==> config.mk <==
export PLATFORM = sky130hd
export DESIGN_NAME = idpair_axis_packer
export DESIGN_NICKNAME = d
export VERILOG_FILES = /design/src/rtl/idpair_axis_packer.sv
export SDC_FILE = /design/constraint.sdc
export NUM_CORES = 1
export LEC_CHECK = 0
export ABC_AREA = 0
export CAP_MARGIN = 5
export CORE_UTILIZATION = 54
export DETAILED_ROUTE_END_ITERATION = 8
export PLACE_DENSITY = 0.9
export SLEW_MARGIN = 20
export SYNTH_ARGS = -nofsm -noshare
export SYNTH_HDL_FRONTEND = slang
export SYNTH_SLANG_ARGS = --single-unit
==> constraint.sdc <==
create_clock -name ap_clk -period 38.8 [get_ports ap_clk]
set_clock_uncertainty 0.15 [all_clocks]
set_input_delay 11.64 -clock ap_clk [delete_from_list [all_inputs] [get_ports ap_clk]]
set_output_delay 11.64 -clock ap_clk [all_outputs]
set_load 0.05 [all_outputs]
==> src/rtl/idpair_axis_packer.sv <==
// rtl/idpair_axis_packer.sv - round-robin multi-lane ID-pair packer onto one AXI-Stream output
module idpair_axis_packer #(
    parameter int N_CH          = 4,
    parameter int VEC_ID_WIDTH  = 16,
    parameter int OUT_BUS_WIDTH = 128,
    parameter int CNT_WIDTH     = 32
) (
    input  logic                           ap_clk,
    input  logic                           ap_rst,
    input  logic [N_CH-1:0]                i_ChMask,
    input  logic [N_CH*2*VEC_ID_WIDTH-1:0] S_AXIS_ID_PAIR_tdata,
    input  logic [N_CH-1:0]                S_AXIS_ID_PAIR_tvalid,
    input  logic [N_CH-1:0]                S_AXIS_ID_PAIR_tlast,
    output logic [N_CH-1:0]                S_AXIS_ID_PAIR_tready,
    output logic [OUT_BUS_WIDTH-1:0]       M_AXIS_ID_PAIR_tdata,
    output logic [OUT_BUS_WIDTH/8-1:0]     M_AXIS_ID_PAIR_tkeep,
    output logic                           M_AXIS_ID_PAIR_tvalid,
    output logic                           M_AXIS_ID_PAIR_tlast,
    input  logic                           M_AXIS_ID_PAIR_tready,
    output logic [CNT_WIDTH-1:0]           o_PairCount,
    output logic                           o_Busy
);

    localparam int PAIR_W = 2 * VEC_ID_WIDTH;
    localparam int PAIR_B = PAIR_W / 8;
    localparam int PPB    = OUT_BUS_WIDTH / PAIR_W;
    localparam int KEEP_W = OUT_BUS_WIDTH / 8;
    localparam int PTR_W  = (N_CH > 1) ? $clog2(N_CH) : 1;
    localparam int FILL_W = $clog2(PPB + 1);

    typedef enum logic [1:0] {
        ST_IDLE  = 2'd0,
        ST_RUN   = 2'd1,
        ST_FLUSH = 2'd2,
        ST_LAST  = 2'd3
    } state_t;

    state_t                       state_q, state_d;
    logic [PTR_W-1:0]             ptr_q, ptr_d;
    logic [N_CH-1:0]              done_q, done_d;
    logic [N_CH-1:0]              mask_q, mask_d;
    logic [PPB-1:0][PAIR_W-1:0]   pack_q, pack_d;
    logic [FILL_W-1:0]            fill_q, fill_d;
    logic                         out_valid_q, out_valid_d;
    logic [OUT_BUS_WIDTH-1:0]     out_data_q, out_data_d;
    logic [KEEP_W-1:0]            out_keep_q, out_keep_d;
    logic                         out_last_q, out_last_d;
    logic [CNT_WIDTH-1:0]         cnt_q, cnt_d;

    logic [N_CH-1:0]              mask_eff;
    logic [N_CH-1:0]              eligible;
    logic [N_CH-1:0]              grant_oh;
    logic                         grant_any;
    logic [PTR_W-1:0]             ptr_after;
    logic [PAIR_W-1:0]            pair_data;
    logic                         pair_last;
    logic                         pack_full;
    logic                         out_free;
    logic                         slot_free;
    logic                         accept;

    // Round-robin pick from ptr_q among valid, enabled, not-done lanes; gate by free slot
    always_comb begin
        mask_eff  = (state_q == ST_IDLE) ? i_ChMask : mask_q;
        eligible  = S_AXIS_ID_PAIR_tvalid & ~done_q & mask_eff;
        grant_oh  = '0;
        grant_any = 1'b0;
        ptr_after = ptr_q;
        for (int k = 0; k < N_CH; k++) begin
            for (int c = 0; c < N_CH; c++) begin
                if (!grant_any && eligible[c] && (c == (int'(ptr_q) + k) % N_CH)) begin
                    grant_any   = 1'b1;
                    grant_oh[c] = 1'b1;
                    ptr_after   = PTR_W'((c + 1) % N_CH);
                end
            end
        end
        pair_data = '0;
        pair_last = 1'b0;
        for (int c = 0; c < N_CH; c++) begin
            if (grant_oh[c]) begin
                pair_data = S_AXIS_ID_PAIR_tdata[c*PAIR_W +: PAIR_W];
                pair_last = S_AXIS_ID_PAIR_tlast[c];
            end
        end
        pack_full = (fill_q == FILL_W'(PPB));
        out_free  = !out_valid_q || M_AXIS_ID_PAIR_tready;
        slot_free = !pack_full || out_free;
        // reset is folded in so tready reads zero while ap_rst is held
        accept    = !ap_rst && grant_any && slot_free &&
                    ((state_q == ST_IDLE) || (state_q == ST_RUN));
        S_AXIS_ID_PAIR_tready = accept ? grant_oh : '0;
    end

    // Next state: pack/output movement, done tracking, pair counter and frame FSM
    always_comb begin
        state_d     = state_q;
        ptr_d       = ptr_q;
        done_d      = done_q;
        mask_d      = mask_q;
        pack_d      = pack_q;
        fill_d      = fill_q;
        out_valid_d = out_valid_q;
        out_data_d  = out_data_q;
        out_keep_d  = out_keep_q;
        out_last_d  = out_last_q;
        cnt_d       = cnt_q;

        if (out_valid_q && M_AXIS_ID_PAIR_tready) begin
            out_valid_d = 1'b0;
        end

        if (accept) begin
            ptr_d = ptr_after;
            if (pair_last) begin
                done_d = done_q | grant_oh;
            end
            if (pack_full) begin
                // full pack is held back until now so the final beat can carry tlast
                out_valid_d = 1'b1;
                out_data_d  = pack_q;
                out_keep_d  = '1;
                out_last_d  = 1'b0;
                pack_d[0]   = pair_data;
                fill_d      = FILL_W'(1);
            end else begin
                for (int k = 0; k < PPB; k++) begin
                    if (FILL_W'(k) == fill_q) begin
                        pack_d[k] = pair_data;
                    end
                end
                fill_d = fill_q + FILL_W'(1);
            end
            if (state_q == ST_IDLE) begin
                cnt_d   = CNT_WIDTH'(1);
                mask_d  = i_ChMask;
                state_d = ST_RUN;
            end else if (cnt_q != '1) begin
                cnt_d = cnt_q + CNT_WIDTH'(1);
            end
        end

        case (state_q)
            ST_IDLE: ;
            ST_RUN: begin
                if (&(done_q | ~mask_q)) begin
                    state_d = ST_FLUSH;
                end
            end
            ST_FLUSH: begin
                if (out_free) begin
                    out_valid_d = 1'b1;
                    out_last_d  = 1'b1;
                    for (int k = 0; k < PPB; k++) begin
                        if (FILL_W'(k) < fill_q) begin
                            out_data_d[k*PAIR_W +: PAIR_W] = pack_q[k];
                            out_keep_d[k*PAIR_B +: PAIR_B] = '1;
                        end else begin
                            out_data_d[k*PAIR_W +: PAIR_W] = '1;
                            out_keep_d[k*PAIR_B +: PAIR_B] = '0;
                        end
                    end
                    fill_d  = '0;
                    state_d = ST_LAST;
                end
            end
            ST_LAST: begin
                if (out_valid_q && M_AXIS_ID_PAIR_tready) begin
                    done_d  = '0;
                    state_d = ST_IDLE;
                end
            end
            default: ;
        endcase
    end

    // State and datapath registers
    always_ff @(posedge ap_clk or posedge ap_rst) begin
        if (ap_rst) begin
            state_q     <= ST_IDLE;
            ptr_q       <= '0;
            done_q      <= '0;
            mask_q      <= '0;
            pack_q      <= '0;
            fill_q      <= '0;
            out_valid_q <= 1'b0;
            out_data_q  <= '0;
            out_keep_q  <= '0;
            out_last_q  <= 1'b0;
            cnt_q       <= '0;
        end else begin
            state_q     <= state_d;
            ptr_q       <= ptr_d;
            done_q      <= done_d;
            mask_q      <= mask_d;
            pack_q      <= pack_d;
            fill_q      <= fill_d;
            out_valid_q <= out_valid_d;
            out_data_q  <= out_data_d;
            out_keep_q  <= out_keep_d;
            out_last_q  <= out_last_d;
            cnt_q       <= cnt_d;
        end
    end

    assign M_AXIS_ID_PAIR_tdata  = out_data_q;
    assign M_AXIS_ID_PAIR_tkeep  = out_keep_q;
    assign M_AXIS_ID_PAIR_tvalid = out_valid_q;
    assign M_AXIS_ID_PAIR_tlast  = out_last_q;
    assign o_PairCount           = cnt_q;
    assign o_Busy                = (state_q != ST_IDLE);

endmodule
==> metrics.md <==
| Metric | Value |
|---|---|
| Status | `complete, no violations` |
| Mapped Cells | `1278` |
| Pre-Repair DR Iteration Count | `9` |
| Syn_area_per_cell | `10.9 sq um` |
| DR DRC count | `0` |
| CTS tree | `built` |
| Mapped Area | `13900 sq um` |
| Min Tclk post-route | `27170 ps` |
| Vias per cell | `6.58` |
| Met2 wire length | `21.8 mm` |
| Layout area overhead | `33.2%` |
| WL final | `~47 mm` |
| Syn Nets | `1425` |
| Port Buffers | `325` |
| Peak VDD IR | `about 0.074 mV` |
| RSZ-0062 raised after global routing | `false` |
| CORE AREA | `25300 sq um` |
| Final worst path period share | `70.0%` |
| Initial Utilization | `55.1%` |
| Total CTS buffers | `34` |
| Setup TNS | `0 ps` |
| Clock power share | `20.0%` |
| Max Transition Viols Final | `0` |
| Relative slew slack | `approximately a quarter` |
| Fin. Hold Viols | `0` |
| Final antenna-violating net count | `0` |
| Seq cells post-synth | `roughly 320` |
| CTS Buffer Depth | `3` |
| Power Internal | `928 uW` |
| Place WS | `11690 ps` |
| Die Span X | `163 microns` |
| Total grt overflow | `0` |
| Worst path bufs/invs | `3` |
| Final setup violation count | `0` |
| Row cnt | `between 50 and 60` |
| CTS Hold Buffers Added | `0` |
| Gate power share | `between 40 and 50%` |
| Main synth FF type | `dfrtp_1` |
| Crit-path max FO | `35` |
| M1 WL | `roughly 17 mm` |
| Switch share | `44.3%` |
| Detailed-route wire length per cell | `24.6 microns` |
| Critical path startpoint category | `input port` |
| Critical Path RT | `27010 ps` |
| Crit-path slowest cell | `clkdlybuf4s50_1` |
| Sw Pwr | `approximately 740 uW` |
| Max Clk Rate | `36.8 MHz` |
| Least-Margin Pin Slew | `1110 ps` |
| Filler instances | `approximately 1600` |
| DR iter-0 viols | `around 1500` |
| Dpl hpwl | `30.2 mm` |
| Critical-path cell list | `clkdlybuf4s50_1 > or3b_1 > a21oi_2 > o211ai_1 > buf_4 > or2_2 > o21a_1 > and2_1 > clkdlybuf4s50_1` |
| Kind of critical path | `in2out` |
| Via count | `between 10000 and 15000` |
| Die area | `26400 sq um` |
| Postcts setup bufs | `0` |
| CP endpoint kind | `output pin` |
| Post-layout util | `73.4%` |
| Hold crit path type | `reg2reg` |
| I/O pin cnt | `326` |
| First-pass GRT wire length | `71.3 mm` |
| Vias in the first global route | `12572` |
| Synth Warn # | `0` |
| Seq/Total Area, Yosys | `between 50% and 60%` |
| Asr flop ratio synth | `100%` |
| Crit path DAT | `15380 ps` |
| Largest net degree at the start of global routing | `between 100 and 150` |
| Clk root buf | `clkbuf_16` |
| Met3 wire len | `5.40 mm` |
| Total GRT Usage | `35.4%` |
| Setup WS post-layout | `~12000 ps` |
| CP top delay family | `buffers and inverters` |
| Initial antenna violation count | `3` |
| H-Tree Depth | `2` |
| Pwr/cell area | `about 90 nW/um^2` |
| Post_cts resized | `0` |
| Worst skew pair latency | `between 500 and 600 ps` |
| Clock transition at path regs | `60 ps` |
| Final Net Count | `1700` |
| Worst path max stage delay | `750 ps` |
| Die Y | `approximately 160 microns` |
| Part of the power in registers | `32.5%` |
| Max Used Layer | `met4` |
| Gpl congestion | `0.914` |
| Yosys cell types | `53` |
| Commonest cells after routing, fill and taps aside | `clkdlybuf4s50_1 (325), dfrtp_1 (321), nor2_1 (163)` |
| Static leakage power | `0.00805 uW` |
| Most used cell, CP | `clkdlybuf4s50_1` |
| Commonest non-fill, non-tap cell in the layout | `clkdlybuf4s50_1` |
| Layout cells sized above 1 | `6.02%` |
| Total clock sinks | `321` |
| Post-synth EDFFs | `0` |
| Max Cap Viol | `0` |
registers in the layout (all words and copies together) (netlist names):
name and flops:
M_AXIS_ID_PAIR_tdata 128, pack_q 128, o_PairCount 32, M_AXIS_ID_PAIR_tkeep 16
done_q 4, mask_q 4, fill_q 3, ptr_q 2
state_q 2, M_AXIS_ID_PAIR_tlast 1, M_AXIS_ID_PAIR_tvalid 1
cell type report:
cell class / count / area (sq um) / area share (%)
antenna: 3 / 7.51 / 0.0405
clock buffer: 45 / 963 / 5.20
timing repair buffer: 340 / 3410 / 18.4
sequential: 321 / 8030 / 43.3
multi-input combinational: 846 / 5470 / 29.5
inverter: 10 / 45.0 / 0.243
clock inverter: 15 / 190 / 1.03
tap: 330 / 413 / 2.23
power groups by stage:
stage | sequential (uW) | combinational (uW) | clock [uW]
after detailed placement | 543 | 772 | 0
after floorplan | 737 | 316 | 0
final | 542 | 791 | 334
after global routing | 552 | 826 | 350
after global placement | 536 | 756 | 0
after CTS | 539 | 782 | 337
worst register-to-register path, delay by kind of cell (launching register included):
family                 cells  cell delay (ps)
buffers and inverters      1              740
AO/OA/AOI/OAI              4             1730
AND/OR/NAND/NOR            2             1360
flip-flops                 1              570
kinds of logic after synthesis:
| group | after synthesis | share of synthesized area [%] |
|---|---|---|
| AO/OA/AOI/OAI | 352 | 21.0 |
| buffers and inverters | 111 | 3.74 |
| XOR/XNOR | 13 | 0.818 |
| adder cells (fa/ha/maj) | 4 | 0.360 |
| flip-flops | 321 | 57.7 |
| AND/OR/NAND/NOR | 477 | 16.4 |
cells in the mapped netlist (3+ instances only):
cell type	instances	area (sq um)
o21a_1	17	128
buf_2	35	175
a22o_1	129	1130
a31oi_1	5	31.3
o21ai_0	21	105
and2_1	7	43.8
a21oi_1	15	75.1
nor3_1	36	180
a21o_1	4	30.0
nand3_1	115	576
and3_1	12	75.1
or3_1	6	37.5
o22a_1	128	1120
o21ai_1	3	15.0
nand2_1	55	206
xor2_1	12	105
a21oi_2	3	26.3
or4_1	4	30.0
buf_1	4	15.0
ha_1	4	50.1
clkbuf_1	46	173
nand2b_1	9	56.3
nor3b_1	3	22.5
inv_1	10	37.5
and4_1	7	61.3
a211oi_1	4	30.0
nand4_1	46	288
buf_4	16	120
o31ai_1	4	30.0
nor2_1	164	616
dfrtp_1	321	8030
or3b_1	3	26.3
per-stage QoR:
| stage | std cells | instance area, sq um | hold slack, ps | power (uW) |
|---|---|---|---|---|
| 6_report | 1910 | 18500 | 331 | 1670 |
| 4_1_cts | 1905 | 18500 | 328 | 1660 |
| 5_1_grt | 1910 | 18500 | 346 | 1730 |
| 3_3_place_gp | 1844 | 17300 | 314 | 1290 |
| 2_1_floorplan | 1278 | 13900 | 310 | 1050 |
| 3_5_place_dp | 1845 | 17300 | 313 | 1320 |
layer usage:
metal / up-vias / track usage [%]
met1: 6141 / 44.6
met2: 929 / 56.3
li1: 5314 / -
met5: - / 0
met3: 185 / 10.0
met4: 0 / 17.7
worst paths after layout:
check	startpoint	endpoint	slack (ps)	cells after the start
worst min-delay path	M_AXIS_ID_PAIR_tkeep[12]$_DFF_PP0_	M_AXIS_ID_PAIR_tkeep[12]$_DFF_PP0_	330	2
min in group asynchronous	ap_rst	o_PairCount[12]$_DFFE_PP0P_	11520	2
worst max-delay path	i_ChMask[3]	S_AXIS_ID_PAIR_tready[0]	11630	9
worst max register to register	state_q[1]$_DFF_PP0_	M_AXIS_ID_PAIR_tdata[86]$_DFF_PP0_	34140	7
worst min register to register	M_AXIS_ID_PAIR_tkeep[12]$_DFF_PP0_	M_AXIS_ID_PAIR_tkeep[12]$_DFF_PP0_	330	2
max in group asynchronous	ap_rst	M_AXIS_ID_PAIR_tdata[5]$_DFF_PP0_	24940	4
(Power assumes the default switching activity.)
